<file path="src/rtl/decim_output_formatter.sv">
// Output formatter for the decimation filter: round/shift, saturate, and buffer in a valid/ready FIFO.
// Optional DC blocker ahead of saturation is enabled by defining DECIM_DC_BLOCK_EN.
module decim_output_formatter #(
   parameter int IN_WIDTH    = 32,
   parameter int OUT_WIDTH   = 16,
   parameter int SHIFT_WIDTH = 5,
   parameter int FIFO_DEPTH  = 8,
   parameter int DC_K        = 10
) (
   input  logic                            clk,
   input  logic                            rst,
   input  logic                            in_valid,
   input  logic signed [IN_WIDTH-1:0]      in_data,
   input  logic [SHIFT_WIDTH-1:0]          shift,
   output logic                            out_valid,
   input  logic                            out_ready,
   output logic signed [OUT_WIDTH-1:0]     out_data,
   output logic [$clog2(FIFO_DEPTH):0]     fifo_level,
   output logic                            sat_flag,
   input  logic                            sat_clr,
   output logic [7:0]                      drop_count
);
   localparam int AW  = $clog2(FIFO_DEPTH);
   localparam int LW  = AW + 1;
   localparam int S1W = IN_WIDTH + 1;
`ifdef DECIM_DC_BLOCK_EN
   localparam int S2W = IN_WIDTH + 2;
`else
   localparam int S2W = S1W;
`endif
   localparam logic signed [S2W-1:0] SAT_MAX = {{(S2W-OUT_WIDTH+1){1'b0}}, {(OUT_WIDTH-1){1'b1}}};
   localparam logic signed [S2W-1:0] SAT_MIN = {{(S2W-OUT_WIDTH+1){1'b1}}, {(OUT_WIDTH-1){1'b0}}};
   localparam logic [OUT_WIDTH-1:0]  OUT_MAX = {1'b0, {(OUT_WIDTH-1){1'b1}}};
   localparam logic [OUT_WIDTH-1:0]  OUT_MIN = {1'b1, {(OUT_WIDTH-1){1'b0}}};

   if (FIFO_DEPTH < 2 || (FIFO_DEPTH & (FIFO_DEPTH - 1)) != 0 || DC_K < 1) begin : g_bad_param
      $error("decim_output_formatter: FIFO_DEPTH must be a power of 2 >= 2 and DC_K >= 1");
   end

   // stage 1: round-half-up and arithmetic shift
   logic [31:0]            sh_amt;
   logic signed [S1W-1:0]  s1_ext, s1_rnd, s1_sum, s1_next, s1_data;
   logic                   s1_valid;

   always_comb begin
      sh_amt = 32'(shift);
      if (sh_amt >= 32'(IN_WIDTH)) sh_amt = 32'(IN_WIDTH - 1);
      s1_ext  = {in_data[IN_WIDTH-1], in_data};
      s1_rnd  = (S1W'(1) << sh_amt) >> 1;
      s1_sum  = s1_ext + s1_rnd;
      s1_next = s1_sum >>> sh_amt;
   end

   always_ff @(posedge clk or posedge rst) begin
      if (rst) begin
         s1_valid <= 1'b0;
         s1_data  <= '0;
      end else begin
         s1_valid <= in_valid;
         if (in_valid) s1_data <= s1_next;
      end
   end

   // stage 2: optional DC blocker, then saturation
   logic signed [S2W-1:0]  sat_in;
`ifdef DECIM_DC_BLOCK_EN
   logic signed [S2W-1:0]  x_cur, x_prev, y_prev, dc_y;
   always_comb begin
      x_cur  = {s1_data[S1W-1], s1_data};
      dc_y   = x_cur - x_prev + y_prev - (y_prev >>> DC_K);
      sat_in = dc_y;
   end

   always_ff @(posedge clk or posedge rst) begin
      if (rst) begin
         x_prev <= '0;
         y_prev <= '0;
      end else if (s1_valid) begin
         x_prev <= x_cur;
         y_prev <= dc_y;
      end
   end
`else
   always_comb sat_in = s1_data;
`endif

   logic                   sat_hi, sat_lo, s2_valid;
   logic [OUT_WIDTH-1:0]   s2_next, s2_data;

   always_comb begin
      sat_hi  = sat_in > SAT_MAX;
      sat_lo  = sat_in < SAT_MIN;
      s2_next = sat_in[OUT_WIDTH-1:0];
      if (sat_hi) s2_next = OUT_MAX;
      else if (sat_lo) s2_next = OUT_MIN;
   end

   always_ff @(posedge clk or posedge rst) begin
      if (rst) begin
         s2_valid <= 1'b0;
         s2_data  <= '0;
         sat_flag <= 1'b0;
      end else begin
         s2_valid <= s1_valid;
         if (s1_valid) s2_data <= s2_next;
         // a clip in the same cycle as sat_clr keeps the flag set
         if (s1_valid && (sat_hi || sat_lo)) sat_flag <= 1'b1;
         else if (sat_clr) sat_flag <= 1'b0;
      end
   end

   // stage 3: FIFO with registered head
   logic [OUT_WIDTH-1:0]   mem [FIFO_DEPTH];
   logic [AW-1:0]          wr_ptr, rd_ptr, rd_next;
   logic [LW-1:0]          level, level_vis;
   logic                   pop, full, wr_acc, drop;

   always_comb begin
      pop       = out_valid & out_ready;
      full      = (level == LW'(FIFO_DEPTH));
      wr_acc    = s2_valid & (~full | pop);
      drop      = s2_valid & full & ~pop;
      rd_next   = rd_ptr + AW'(pop);
      // entries that were present before this edge and survive it; a fresh
      // write only reaches the head one cycle later (no fall-through)
      level_vis = level - LW'(pop);
   end

   always_ff @(posedge clk) begin
      if (wr_acc) mem[wr_ptr] <= s2_data;
   end

   always_ff @(posedge clk or posedge rst) begin
      if (rst) begin
         wr_ptr     <= '0;
         rd_ptr     <= '0;
         level      <= '0;
         out_valid  <= 1'b0;
         out_data   <= '0;
         drop_count <= '0;
      end else begin
         wr_ptr    <= wr_ptr + AW'(wr_acc);
         rd_ptr    <= rd_next;
         level     <= level + LW'(wr_acc) - LW'(pop);
         out_valid <= (level_vis != '0);
         if (level_vis != '0) out_data <= mem[rd_next];
         if (drop && drop_count != 8'hFF) drop_count <= drop_count + 8'd1;
      end
   end

   assign fifo_level = level;

endmodule
</file>
<file path="config.mk">
export PLATFORM = sky130hd
export DESIGN_NAME = decim_output_formatter
export DESIGN_NICKNAME = d
export VERILOG_FILES = /design/src/rtl/decim_output_formatter.sv
export SDC_FILE = /design/constraint.sdc
export NUM_CORES = 1
export LEC_CHECK = 0
export BUFFER_PORTS_ARGS = -buffer_cell sky130_fd_sc_hd__buf_2
export CAP_MARGIN = 30
export CORE_ASPECT_RATIO = 1.1
export CORE_MARGIN = 3
export CORE_UTILIZATION = 35
export CTS_CLUSTER_SIZE = 8
export DETAILED_ROUTE_END_ITERATION = 6
export PLACE_DENSITY = 0.53
export SKIP_LAST_GASP = 1
export SLEW_MARGIN = 10
export SYNTH_ARGS = -nofsm -noshare
export SYNTH_HDL_FRONTEND = slang
export SYNTH_SLANG_ARGS = --single-unit
</file>
<file path="constraint.sdc">
create_clock -name clk -period 3.5 [get_ports clk]
set_clock_uncertainty 0.05 [all_clocks]
set_input_delay 0.35 -clock clk [delete_from_list [all_inputs] [get_ports clk]]
set_output_delay 0.35 -clock clk [all_outputs]
set_load 0.02 [all_outputs]
</file>
=== Word level (Yosys, flattened, before mapping) ===
Memory sizes are Yosys's and may differ from the RTL's. A register that Yosys moved wholly into a read port is not among the register bits.
Cells that the tools add are included.

* Flip-flop bits (word level): 71
* Bits in latches: 0
* RAM bits: 128
* Memory bits (read-only): 0
* Output and inout port bits: 30
* Memories: 1

* Add/subtract/negate cells: 7
* Multipliers: 0
* Divide/modulo/power cells: 0
* Magnitude comparators: 2
* Eq/ne operators: 2
* Shift-type cells: 2
* Mux-type cells: 6
* Bitwise operators: 7
* Reductions and logical operators: 5

{| class="wikitable"
|+ Memory list
! name !! words !! width !! rd ports !! clocked after Yosys merged registers in !! wr ports !! line !! RTL
|-
| mem || 8 || 16 || 1 || 1 || 1 || 113 || <nowiki>logic [OUT_WIDTH-1:0] mem [FIFO_DEPTH];</nowiki>
|}

{| class="wikitable"
|+ Operators with widths
! cell !! count
|-
| 32-bit by 33-bit adder with 33-bit output || 1
|-
| 33-bit by 16-bit > comparator with 1-bit output (second input constant) || 1
|-
| 33-bit by 16-bit less-than comparator with 1-bit output (second input constant) || 1
|-
| 1-bit by 5-bit << shifter with 33-bit output (first input constant) || 1
|-
| 33-bit by 5-bit >>> shifter with 33-bit output || 1
|-
| 16-bit two-way mux || 2
|-
| 8-bit by 1-bit adder with 8-bit output (second input constant) || 1
|-
| 8-bit inequality test (second input constant) || 1
|-
| 4-bit by 1-bit subtractor with 4-bit output || 2
|-
| 3-bit by 1-bit adder with 3-bit output || 2
|-
| 4-bit by 1-bit adder with 4-bit output || 1
|-
| 1-bit bitwise AND || 4
|-
| 4-bit equality test (second input constant) || 1
|-
| 1-bit two-way mux || 4
|-
| 4-bit nonzero test || 1
|-
| 1-bit logical AND || 2
|-
| 1-bit inverter || 2
|-
| 2-bit nonzero test || 1
|-
| 1-bit logical OR || 1
|-
| 1-bit bitwise OR || 1
|}

=== Depth between registers and ports, before layout ===
* Depth after elaboration: 6
* Mapped depth: 20
* Gate-level depth less buffers: 15

=== Worst setup path after synthesis ===
OpenSTA, ideal clock, no wires.

* Path type: input to register
* From: input port shift[2]
* To: register s1_data[13]
* Library setup time: 0.126 ns
* Data arrival time: 4.195 ns
* Data required time: 3.324 ns
* Setup slack: -0.871 ns
* Stages: 17
* Path buffers: 4
* Path through: clkbuf_1 > clkbuf_1 > clkbuf_1 > buf_1 > nand2_1 > nor2_1 > ha_1 > a21o_1 > a221o_1 > a21o_1 > a22oi_2 > and2b_1 > xnor2_1 > mux4_2 > mux2i_1 > nand2_1 > a221o_1

* Word-level cells in the longest chain between the ends: 3

{| class="wikitable"
|+ Ends and longest elaborated chain
! item !! line !! RTL
|-
| from (decl) || 14 || <nowiki>input logic [SHIFT_WIDTH-1:0] shift,</nowiki>
|-
| 1-bit by 5-bit << shifter with 33-bit output || 49 || <nowiki>s1_rnd = (S1W'(1) << sh_amt) >> 1;</nowiki>
|-
| 32-bit by 33-bit adder with 33-bit output || 50 || <nowiki>s1_sum = s1_ext + s1_rnd;</nowiki>
|-
| 33-bit by 5-bit >>> shifter with 33-bit output (*) || 51 || <nowiki>s1_next = s1_sum >>> sh_amt;</nowiki>
|-
| to (signal assigned) || 60 || <nowiki>if (in_valid) s1_data <= s1_next;</nowiki>
|-
| to (decl) || 42 || <nowiki>logic signed [S1W-1:0] s1_ext, s1_rnd, s1_sum, s1_next, s1_data;</nowiki>
|}

Mark *: on every way between the ends. The rest lies on a longest branch, timed or not.
A chain may end at the register's enable or synchronous reset.

=== Worst setup path after layout ===
* From: input port shift[1]
* To: register s1_data[13]

The elaborated chain is that of the path after synthesis.

==> flow_summary.ini <==
[clock_network]
clock_sinks = 215
cts_tree = yes
clockRootBuffer = clkbuf_16
clockBufferDepth = 3
htree_levels = 1
clkLatencyLatePin_ns = 0.53
cts_buffers = 30
clkTransAtPathRegs_ns = 0.05

[outcome]
violations = negative setup slack
status = finished with violations

[routing]
route.detailed.drc = 0
wl_um = 39200
routed-wl-met2_um = 20200
antenna_left = 0
top_layer_used = met4
firstDrtPassIters = 5
drt-wirelength-per-cell_um = 19.4
wl_met3_um = 1220
num_vias = 10800
vias_per_cell = 5.37
wl_met1_um = 16500
drt_iter0_drc = 683

[timing]
setup_violations = 3
max_freq_ghz = 0.282
worst_slack_ns = -0.0514
worst_pin_slew_ns = 0.845
report.final.slew_viol_count = 0
min_period_ns = 3.55
slew_headroom_pct = 43.7
period_share_pct = 101
hold_violations = 0
grt_setup_unrepaired = yes

[yosys]
netlist_area_um2 = 12800
seq_area_frac_synth_pct = 47.0
synthCells = 1199
ys_seq_elements = 215
synth_fp_nets = 1286
synth_edf_count = 128
yosys_warnings = 0
syn-mean-instance-area_um2 = 10.7
synthDistinctLibCells = 85
synthArstFlopShare_pct = 40.5
ys.flop_type = edfxtp_1

[finish]
diodes = 0
fill_cells = 3329
drive_above_1_share_pct = 37.4
final-seq-area_um2 = 6020
area_growth_pct = 36.0
post-route-util_pct = 48.9
instances_no_fill = 2018
fin_nets = 1602
multiInputGateArea_um2 = 7040

[floorplan]
dieWidth_um = 189
die_y_um = 207
fp.dieArea_um2 = 39000
row_count = 72
core_area_um2 = 35700
ios = 72
start_util_pct = 35.9

[placement]
dp_hpwl_um = 29300
dp.cells = 1930
gp_congestion = 0.925
port_buffers = 71

[worst_setup_path]
startpoint_type = input port
cp.arrival_ns = 3.91
critPathMaxFanout = 6
critPathKind = in2reg
endpoint_kind = flip-flop
worstPathRequired_ns = 3.86

[power]
cellPowerDensity_nw_per_um2 = 546
ir_drop_uv = 702
leakage_nw = 7.05

[min_path]
hold_path.class = in2async

[global_routing]
grt_usage_pct = 19.9
grt_max_degree = 71
overflow = 0
grt_pass1_vias = 11100
antenna_found_initial = 0
grt_pass1_wl_um = 61600

[job]
cap_viol_max_count = 0
[flip-flops by register name, summed over array words and instances (netlist names)]
register,count
mem,128
s1_data,33
out_data,16
s2_data,16
drop_count,8
fifo_level,4
rd_ptr,3
wr_ptr,3
out_valid,1
s1_valid,1
s2_valid,1
sat_flag,1
[metrics by stage]
step | cell area, um2 | setup TNS [ns] | power [W] | hold slack, ns | setup slack [ns]
6_report | 17400 | -0.0767 | 0.00952 | 0.227 | -0.0514
5_1_grt | 17400 | -1.42 | 0.0101 | 0.243 | -0.128
4_1_cts | 16900 | 0 | 0.00957 | 0.0128 | 0.00768
3_5_place_dp | 15600 | -25.63 | 0.00686 | 0.446 | -1.08
3_3_place_gp | 15600 | -26.19 | 0.00680 | 0.432 | -1.10
2_1_floorplan | 13000 | -3.05 | 0.00575 | 0.331 | -0.211
[per-layer routing]
metal,track usage [%],vias to the layer above
met5,0,-
met3,1.81,65
met1,24.0,5320
met2,37.4,235
li1,-,5221
met4,6.33,0
[cells in the final DEF, fill, tap and decap left out, types with 9 or more instances in the layout]
cell type / count
o22ai_1: 9
o221ai_1: 9
edfxtp_1: 128
a21oi_2: 14
inv_1: 37
xor2_1: 18
o21ai_0: 42
buf_6: 11
xnor2_1: 21
nor2_2: 10
nand2_2: 9
mux2_2: 10
clkbuf_1: 23
nand4_1: 21
nand2_1: 83
o21ai_1: 11
mux4_2: 36
buf_2: 66
a21oi_1: 70
ha_1: 36
dfrtp_1: 87
mux2i_1: 38
buf_4: 276
o211ai_1: 29
o21a_1: 13
clkbuf_16: 31
nand2b_1: 9
nor2_1: 96
nand3_1: 14
a211o_1: 9
nor3_1: 27
[layout make-up]
class / instances / area share (%)
Clock buffer: 54 / 4.94
Sequential cell: 215 / 34.5
Timing Repair Buffer: 365 / 15.7
Tap cell: 481 / 3.45
Multi-Input combinational cell: 860 / 40.4
Inverter: 43 / 0.997
[path summary, 6_finish.rpt]
kind                               startpoint             to  slack [ns]  cells after the start
worst max-delay path                 shift[1]    s1_data[13]       -0.05                     18
max in group asynchronous                 rst   out_data[14]        2.31                      5
worst min-delay path                      rst      wr_ptr[0]        0.23                      3
worst max register to register  fifo_level[2]  fifo_level[2]        0.76                     10
worst min register to register  drop_count[5]  drop_count[5]        0.44                      1
min in group clk                     shift[3]    s1_data[23]        0.25                      4
[timing repair]
action | CTS | global route
endpoints found under the setup margin | 32 | 30
hold endpoints to repair | 1 | 26
resized for setup | 81 | 69
pin swaps | 23 | 38
buffers inserted | 13 | 18
hold buffers | 1 | 1
[kinds of logic (layout without fill, tap and decap cells)]
logic type	after synthesis	count (layout)	share of synthesized area, %
simple gates	350	350	12.9
xor+xnor	46	46	3.20
compound gates	328	328	18.0
fa+ha+maj	45	45	4.51
flops	215	215	47.0
buf+inv	124	462	3.72
mux	91	91	10.8
[power by group]
part | internal (W) | leakage, nW | switching [W]
Combinational | 0.00158 | 4.42 | 0.00180
Clock | 0.00163 | 0.409 | 0.000995
Sequential | 0.00325 | 2.22 | 0.000269
[critical path, cell delays in order]
cell and delay (ns):
buf_8 0.10, buf_12 0.13, nand2_4 0.07, buf_6 0.12, nor3_4 0.05, buf_4 0.13, fa_2 0.33, a21o_1 0.24
a221o_1 0.40, a21o_4 0.28, a22oi_2 0.18, buf_4 0.14, and2b_2 0.18, xnor2_2 0.08, mux4_2 0.53, mux2i_2 0.19
nand2_1 0.07, a221o_1 0.32
[cells in the mapped netlist, drive strengths merged, types with 7 or more instances]
cell,count,area [um2]
edfxtp,128,3840
nor2,110,413
nand2,97,364
dfrtp,87,2180
a21oi,84,428
clkbuf,65,244
o21ai,61,305
ha,43,538
mux2i,43,434
inv,42,158
nor3,38,195
mux4,36,811
o211ai,29,218
xnor2,25,226
nand4,21,131
xor2,21,184
a211oi,16,143
buf,16,71.3
nand3,15,75.1
o21a,13,97.6
mux2,12,135
o221ai,12,111
o31ai,12,119
nand2b,10,62.6
a211o,9,78.8
a21o,9,67.6
and3,9,56.3
nor4,9,56.3
o22ai,9,56.3
or3,9,56.3
a22oi,8,65.1
a221o,7,70.1
a221oi,7,85.1
and2,7,43.8
No activity file was read; power rests on OpenSTA's default activity.
